--- src/rtl/dmem_pkg.sv ---
// dmem_pkg: shared owner encoding and default sizes for the data-memory arbiter
// Contents:
//   owner_t      which requester drives the memory this cycle (none/core/DMA)
//   DEF_AW       default word-address width
//   DEF_DW       default data width
//   DEF_DEPTH    default number of memory words; higher addresses are out of range
//   DEF_STARVE   default number of denied DMA cycles before a forced DMA beat
package dmem_pkg;
    typedef enum logic [1:0] {
        OWN_NONE = 2'd0,
        OWN_CORE = 2'd1,
        OWN_DMA  = 2'd2
    } owner_t;

    localparam int DEF_AW     = 32;
    localparam int DEF_DW     = 32;
    localparam int DEF_DEPTH  = 1024;
    localparam int DEF_STARVE = 4;
endpackage

--- src/rtl/dmem_starve_ctr.sv ---
// dmem_starve_ctr: counts consecutive denied DMA cycles and raises a one-beat force flag
// Ports:
//   clk       in   clock
//   rst       in   asynchronous reset, active-low
//   dmaReq    in   DMA is requesting this cycle
//   dmaGnt    in   DMA was granted this cycle
//   forceDma  out  give the DMA priority over the core this cycle
module dmem_starve_ctr #(
    parameter int STARVE_MAX = 4
) (
    input  logic clk,
    input  logic rst,
    input  logic dmaReq,
    input  logic dmaGnt,
    output logic forceDma
);
    localparam int CW = $clog2(STARVE_MAX + 1);

    logic [CW-1:0] starveCnt;
    logic [CW-1:0] cntNext;
    logic          forceNext;

    // The flag rises on the same edge the count reaches the limit, so the forced
    // beat lands in the very next cycle; it drops once that beat has been granted.
    always_comb begin
        cntNext   = (dmaReq & ~dmaGnt)
                  ? ((starveCnt == CW'(STARVE_MAX)) ? starveCnt : starveCnt + 1'b1)
                  : '0;
        forceNext = dmaGnt ? 1'b0 : (forceDma | (cntNext == CW'(STARVE_MAX)));
    end

    always_ff @(posedge clk or negedge rst) begin
        if (!rst) begin
            starveCnt <= '0;
            forceDma  <= 1'b0;
        end else begin
            starveCnt <= cntNext;
            forceDma  <= forceNext;
        end
    end
endmodule

--- src/rtl/dmem_arbiter.sv ---
// dmem_arbiter: shares the single-port data memory between the core memory stage and a DMA/debug loader
// Ports:
//   clk, rst                          clock; asynchronous active-low reset
//   core_req/we/addr/wdata            core access request, held until granted
//   core_gnt                          core access accepted this cycle
//   core_rvalid/core_rdata            core load return, one cycle after acceptance
//   dma_req/we/addr/wdata             DMA access request, held until granted
//   dma_gnt                           DMA access accepted this cycle
//   dma_rvalid/dma_rdata              DMA read return, one cycle after acceptance
//   mem_we/mem_addr/mem_wdata         drive to the data memory
//   mem_rdata                         combinational read data from the data memory
//   stall_m                           core is requesting but not granted
//   addr_err                          one-cycle pulse after an accepted out-of-range access
module dmem_arbiter
    import dmem_pkg::*;
#(
    parameter int AW         = DEF_AW,
    parameter int DW         = DEF_DW,
    parameter int DEPTH      = DEF_DEPTH,
    parameter int STARVE_MAX = DEF_STARVE
) (
    input  logic          clk,
    input  logic          rst,
    input  logic          core_req,
    input  logic          core_we,
    input  logic [AW-1:0] core_addr,
    input  logic [DW-1:0] core_wdata,
    output logic          core_gnt,
    output logic          core_rvalid,
    output logic [DW-1:0] core_rdata,
    input  logic          dma_req,
    input  logic          dma_we,
    input  logic [AW-1:0] dma_addr,
    input  logic [DW-1:0] dma_wdata,
    output logic          dma_gnt,
    output logic          dma_rvalid,
    output logic [DW-1:0] dma_rdata,
    output logic          mem_we,
    output logic [AW-1:0] mem_addr,
    output logic [DW-1:0] mem_wdata,
    input  logic [DW-1:0] mem_rdata,
    output logic          stall_m,
    output logic          addr_err
);
    owner_t        owner;
    logic          forceDma;
    logic          selWe;
    logic          accErr;
    logic [DW-1:0] rdataIn;

    dmem_starve_ctr #(.STARVE_MAX(STARVE_MAX)) uStarve (
        .clk      (clk),
        .rst      (rst),
        .dmaReq   (dma_req),
        .dmaGnt   (dma_gnt),
        .forceDma (forceDma)
    );

    // Grants are held off while reset is asserted so the memory sees an idle bus.
    always_comb begin
        core_gnt  = rst & (forceDma ? core_req & ~dma_req : core_req);
        dma_gnt   = rst & (forceDma ? dma_req : dma_req & ~core_req);
        stall_m   = core_req & ~core_gnt;
        owner     = core_gnt ? OWN_CORE : dma_gnt ? OWN_DMA : OWN_NONE;
        selWe     = (owner == OWN_CORE) ? core_we : (owner == OWN_DMA) ? dma_we : 1'b0;
        mem_addr  = (owner == OWN_CORE) ? core_addr : (owner == OWN_DMA) ? dma_addr : '0;
        mem_wdata = (owner == OWN_CORE) ? core_wdata : (owner == OWN_DMA) ? dma_wdata : '0;
        accErr    = (owner != OWN_NONE) & ({1'b0, mem_addr} >= (AW + 1)'(DEPTH));
        mem_we    = selWe & ~accErr;
        rdataIn   = accErr ? '0 : mem_rdata;
    end

    always_ff @(posedge clk or negedge rst) begin
        if (!rst) begin
            core_rvalid <= 1'b0;
            core_rdata  <= '0;
            dma_rvalid  <= 1'b0;
            dma_rdata   <= '0;
            addr_err    <= 1'b0;
        end else begin
            core_rvalid <= core_gnt & ~core_we;
            dma_rvalid  <= dma_gnt & ~dma_we;
            addr_err    <= accErr;
            if (core_gnt & ~core_we)
                core_rdata <= rdataIn;
            if (dma_gnt & ~dma_we)
                dma_rdata <= rdataIn;
        end
    end
endmodule

--- config.mk ---
export PLATFORM = sky130hd
export DESIGN_NAME = dmem_arbiter
export DESIGN_NICKNAME = d
export VERILOG_FILES = /design/src/rtl/dmem_pkg.sv /design/src/rtl/dmem_starve_ctr.sv /design/src/rtl/dmem_arbiter.sv
export SDC_FILE = /design/constraint.sdc
export NUM_CORES = 1
export LEC_CHECK = 0
export ABC_AREA = 0
export CAP_MARGIN = 20
export CORE_AREA = 2 2 115 117
export DETAILED_ROUTE_END_ITERATION = 10
export DIE_AREA = 0 0 117 119
export GPL_ROUTABILITY_DRIVEN = 0
export GPL_TIMING_DRIVEN = 0
export PLACE_DENSITY_LB_ADDON = 0.2
export SYNTH_ARGS = -nofsm -noshare
export SYNTH_HDL_FRONTEND = slang
export SYNTH_HIERARCHICAL = 1
export SYNTH_SLANG_ARGS = --single-unit
--- constraint.sdc ---
create_clock -name clk -period 2.4 [get_ports clk]
set_input_delay 0.24 -clock clk [delete_from_list [all_inputs] [get_ports clk]]
set_output_delay 0.24 -clock clk [all_outputs]
set_load 0.005 [all_outputs]
==> flow_metrics.env <==
export IMPL_final_core_util_pct=63.5
export IMPL_htreeDepth=3
export IMPL_drive_above_1_share_pct=17.6
export IMPL_cts_tree="done"
export IMPL_final_antenna_net_count=0
export IMPL_yosysTopAreaCell="dfrtp_1"
export IMPL_cts_sinks=71
export IMPL_maxSlewHeadroom_pct=66.9
export IMPL_avgRoutedWirePerCell_microns=19.2
export IMPL_dominantRegCellSynth="dfrtp_1"
export IMPL_vias=4803
export IMPL_synth_area_leaders="dfrtp_1, nand2_1, o31ai_2"
export IMPL_arrival_ns=2.43
export IMPL_synth_most_common_cell="nand2_1"
export IMPL_ios=301
export IMPL_endpoint_kind="primary output"
export IMPL_routed_wl_microns=18200
export IMPL_peakVddDrop_mv=0.426
export IMPL_finalSetupViolations=13
export IMPL_drv_cap=0
export IMPL_fin_area_sq_mm=0.00817
export IMPL_place_inst=924
export IMPL_fp_dieW_microns=117
export IMPL_coreArea_sq_mm=0.0129
export IMPL_yosysWarningCount=6
export IMPL_synth_seq_cells=71
export IMPL_grt_usage_pct=25.4
export IMPL_fin_cells=950
export IMPL_critPathKind="reg -> out"
export IMPL_violations="setup timing"
export IMPL_hold_viol_final=0
export IMPL_synth_edf_count=0
export IMPL_seq_area_frac_synth_pct=43.1
export IMPL_cp_required_ns=2.16
export IMPL_clkTransAtPathRegs_ns=0.06
export IMPL_port_buffers=300
export IMPL_vias_per_cell=5.06
export IMPL_antenna_found_initial=0
export IMPL_syn_inst=447
export IMPL_synth_async_reset_ratio_pct=100
export IMPL_syn2layout_area_growth_pct=98.5
export IMPL_powerDensity_mw_per_mm2=462
export IMPL_period_share_pct=111
export IMPL_drt_pass1_iterations=4
export IMPL_grt_overflow=0
export IMPL_max_slew_worst_pin_slew_ns=0.497
export IMPL_netlist_area_leader_share_pct=43.1
export IMPL_synth_distinct_cells=34
export IMPL_fmax_mhz=374
export IMPL_worst_slack_ns=-0.274
export IMPL_grt_pass1_vias=4796
export IMPL_hold_path_class="in -> async"
export IMPL_synth_common_cells="nand2_1, dfrtp_1, a22o_1, o31ai_2, clkbuf_1"
export IMPL_drt_iter0_drc=298
export IMPL_crit_fanout=10
export IMPL_p_total_mw=3.78
export IMPL_hold_slack_ns=0.383
export IMPL_final_max_slew_viol_count=0
export IMPL_syn_nets=615
export IMPL_rsz0062_at_grt="true"
export IMPL_die_area_sq_mm=0.0139
export IMPL_period_needed_ns=2.67
export IMPL_place_ws_ns=-1.11
export IMPL_grt_pass1_wl_microns=26700
export IMPL_initial_utilization_pct=32.0
export IMPL_cts_inserted_buffers=9
export IMPL_die_h_microns=119
export IMPL_ff2ff_path_depth=10
export IMPL_num_nets_final=937
export IMPL_rows=42
export IMPL_tns_ns=-0.771
export IMPL_cts_path_max_buffers=2
export IMPL_syn_avg_cell_area_sq_um=9.21
export IMPL_critPathLaunchType="flip-flop"
export IMPL_place_hpwl_microns=14500
export IMPL_p_leak_nw=3.47
export IMPL_fin_skew_ns=0.00579
export IMPL_drt_drc_violations_left=0
export IMPL_diodes=0
export IMPL_clock_latency_ns=0.33
export IMPL_grt_max_degree=50
export IMPL_cts_root_buf="clkbuf_16"
export IMPL_status="finished, violations left"
export IMPL_synth_area_sq_mm=0.00412
export IMPL_dpl_instance_area_sq_mm=0.00737
==> flip-flops by register name, indices dropped and copies added (netlist names) <==
register / flops
uStarve/forceDma: 1
core_rdata: 32
dma_rdata: 32
addr_err: 1
core_rvalid: 1
uStarve/starveCnt: 3
dma_rvalid: 1
==> timing repair <==
item                                    4_1_cts  5_1_grt
buffers inserted                              5        3
hold buffers                                  2        0
gates cloned                                  0        0
pin swaps                                     8       10
endpoints found under the setup margin      117       92
hold endpoints to repair                     22        0
gates resized for setup                      82       73
==> critical path, stage by stage, from the launching register on <==
cell      delay (ns)
dfrtp_1         0.42
nand2b_4        0.18
buf_8           0.14
a32o_2          0.27
o21ai_2         0.16
and4_4          0.25
nand3_4         0.09
buf_6           0.15
buf_8           0.13
nor3_2          0.13
buf_2           0.16
==> final cells by class <==
cell class	count	area, sq um
multi-input cells	325	2330
clock buffers	13	260
fillers	1090	4700
inverters	4	15.0
well taps	176	220
clock inverters	3	65.1
flip-flops and latches	71	1780
repair buffers	312	3130
plain buffers	46	379
==> cells by family after synthesis <==
| kind of cell | after synthesis | share of synthesized area (%) |
|---|---|---|
| adder cells (fa/ha/maj) | 2 | 0.608 |
| AO/OA/AOI/OAI | 136 | 30.6 |
| buffers and inverters | 51 | 6.05 |
| AND/OR/NAND/NOR | 186 | 19.4 |
| flip-flops | 71 | 43.1 |
| XOR/XNOR | 1 | 0.213 |
==> worst paths after layout <==
check                                 start              to  slack, ns
min                                     rst    dma_rdata[8]       0.38
max in group asynchronous               rst    dma_rdata[0]       1.58
min reg2reg                  core_rdata[19]  core_rdata[19]       0.47
max reg2reg                uStarve/forceDma    dma_rdata[6]       0.01
min in group clk             core_rdata[19]  core_rdata[19]       0.47
max                        uStarve/forceDma          mem_we      -0.27
==> power by group <==
| group | leakage, nW | total [mW] | internal (mW) | switching (mW) |
|---|---|---|---|---|
| clock network | 0.160 | 1.46 | 0.966 | 0.493 |
| registers | 0.982 | 1.24 | 1.23 | 0.0173 |
| logic | 2.33 | 1.08 | 0.602 | 0.473 |
==> cells in the final DEF (no fill, tap or decap), drive strengths merged <==
cell	Yosys	final
o31ai	64	64
xnor2	1	1
dlygate4sd2	0	23
nor2b	4	4
clkinv	1	2
clkbuf	29	34
dlygate4sd3	0	2
and3	1	1
or2	1	1
buf	18	37
nor3	1	1
bufinv	0	2
and2	12	12
clkdlybuf4s50	0	265
nand2	143	143
nor4	2	2
a32o	8	8
a22oi	3	3
dlymetal6s2s	0	10
or3	1	1
ha	2	2
and4	1	1
a21boi	1	1
dfrtp	71	71
inv	3	3
nand3	13	13
nand2b	4	4
or4	1	1
o41ai	1	1
o21ai	17	17
nor2	2	2
a22o	42	42
==> layer usage <==
metal	share of wire, %	up-vias	GRT usage, %
met1	39	2322	31.4
li1	-	2248	-
met3	8.4	32	7.84
met5	0	-	0
met2	50	201	42.2
met4	2.4	0	7.35
No activity file was read; power rests on OpenSTA's default activity.
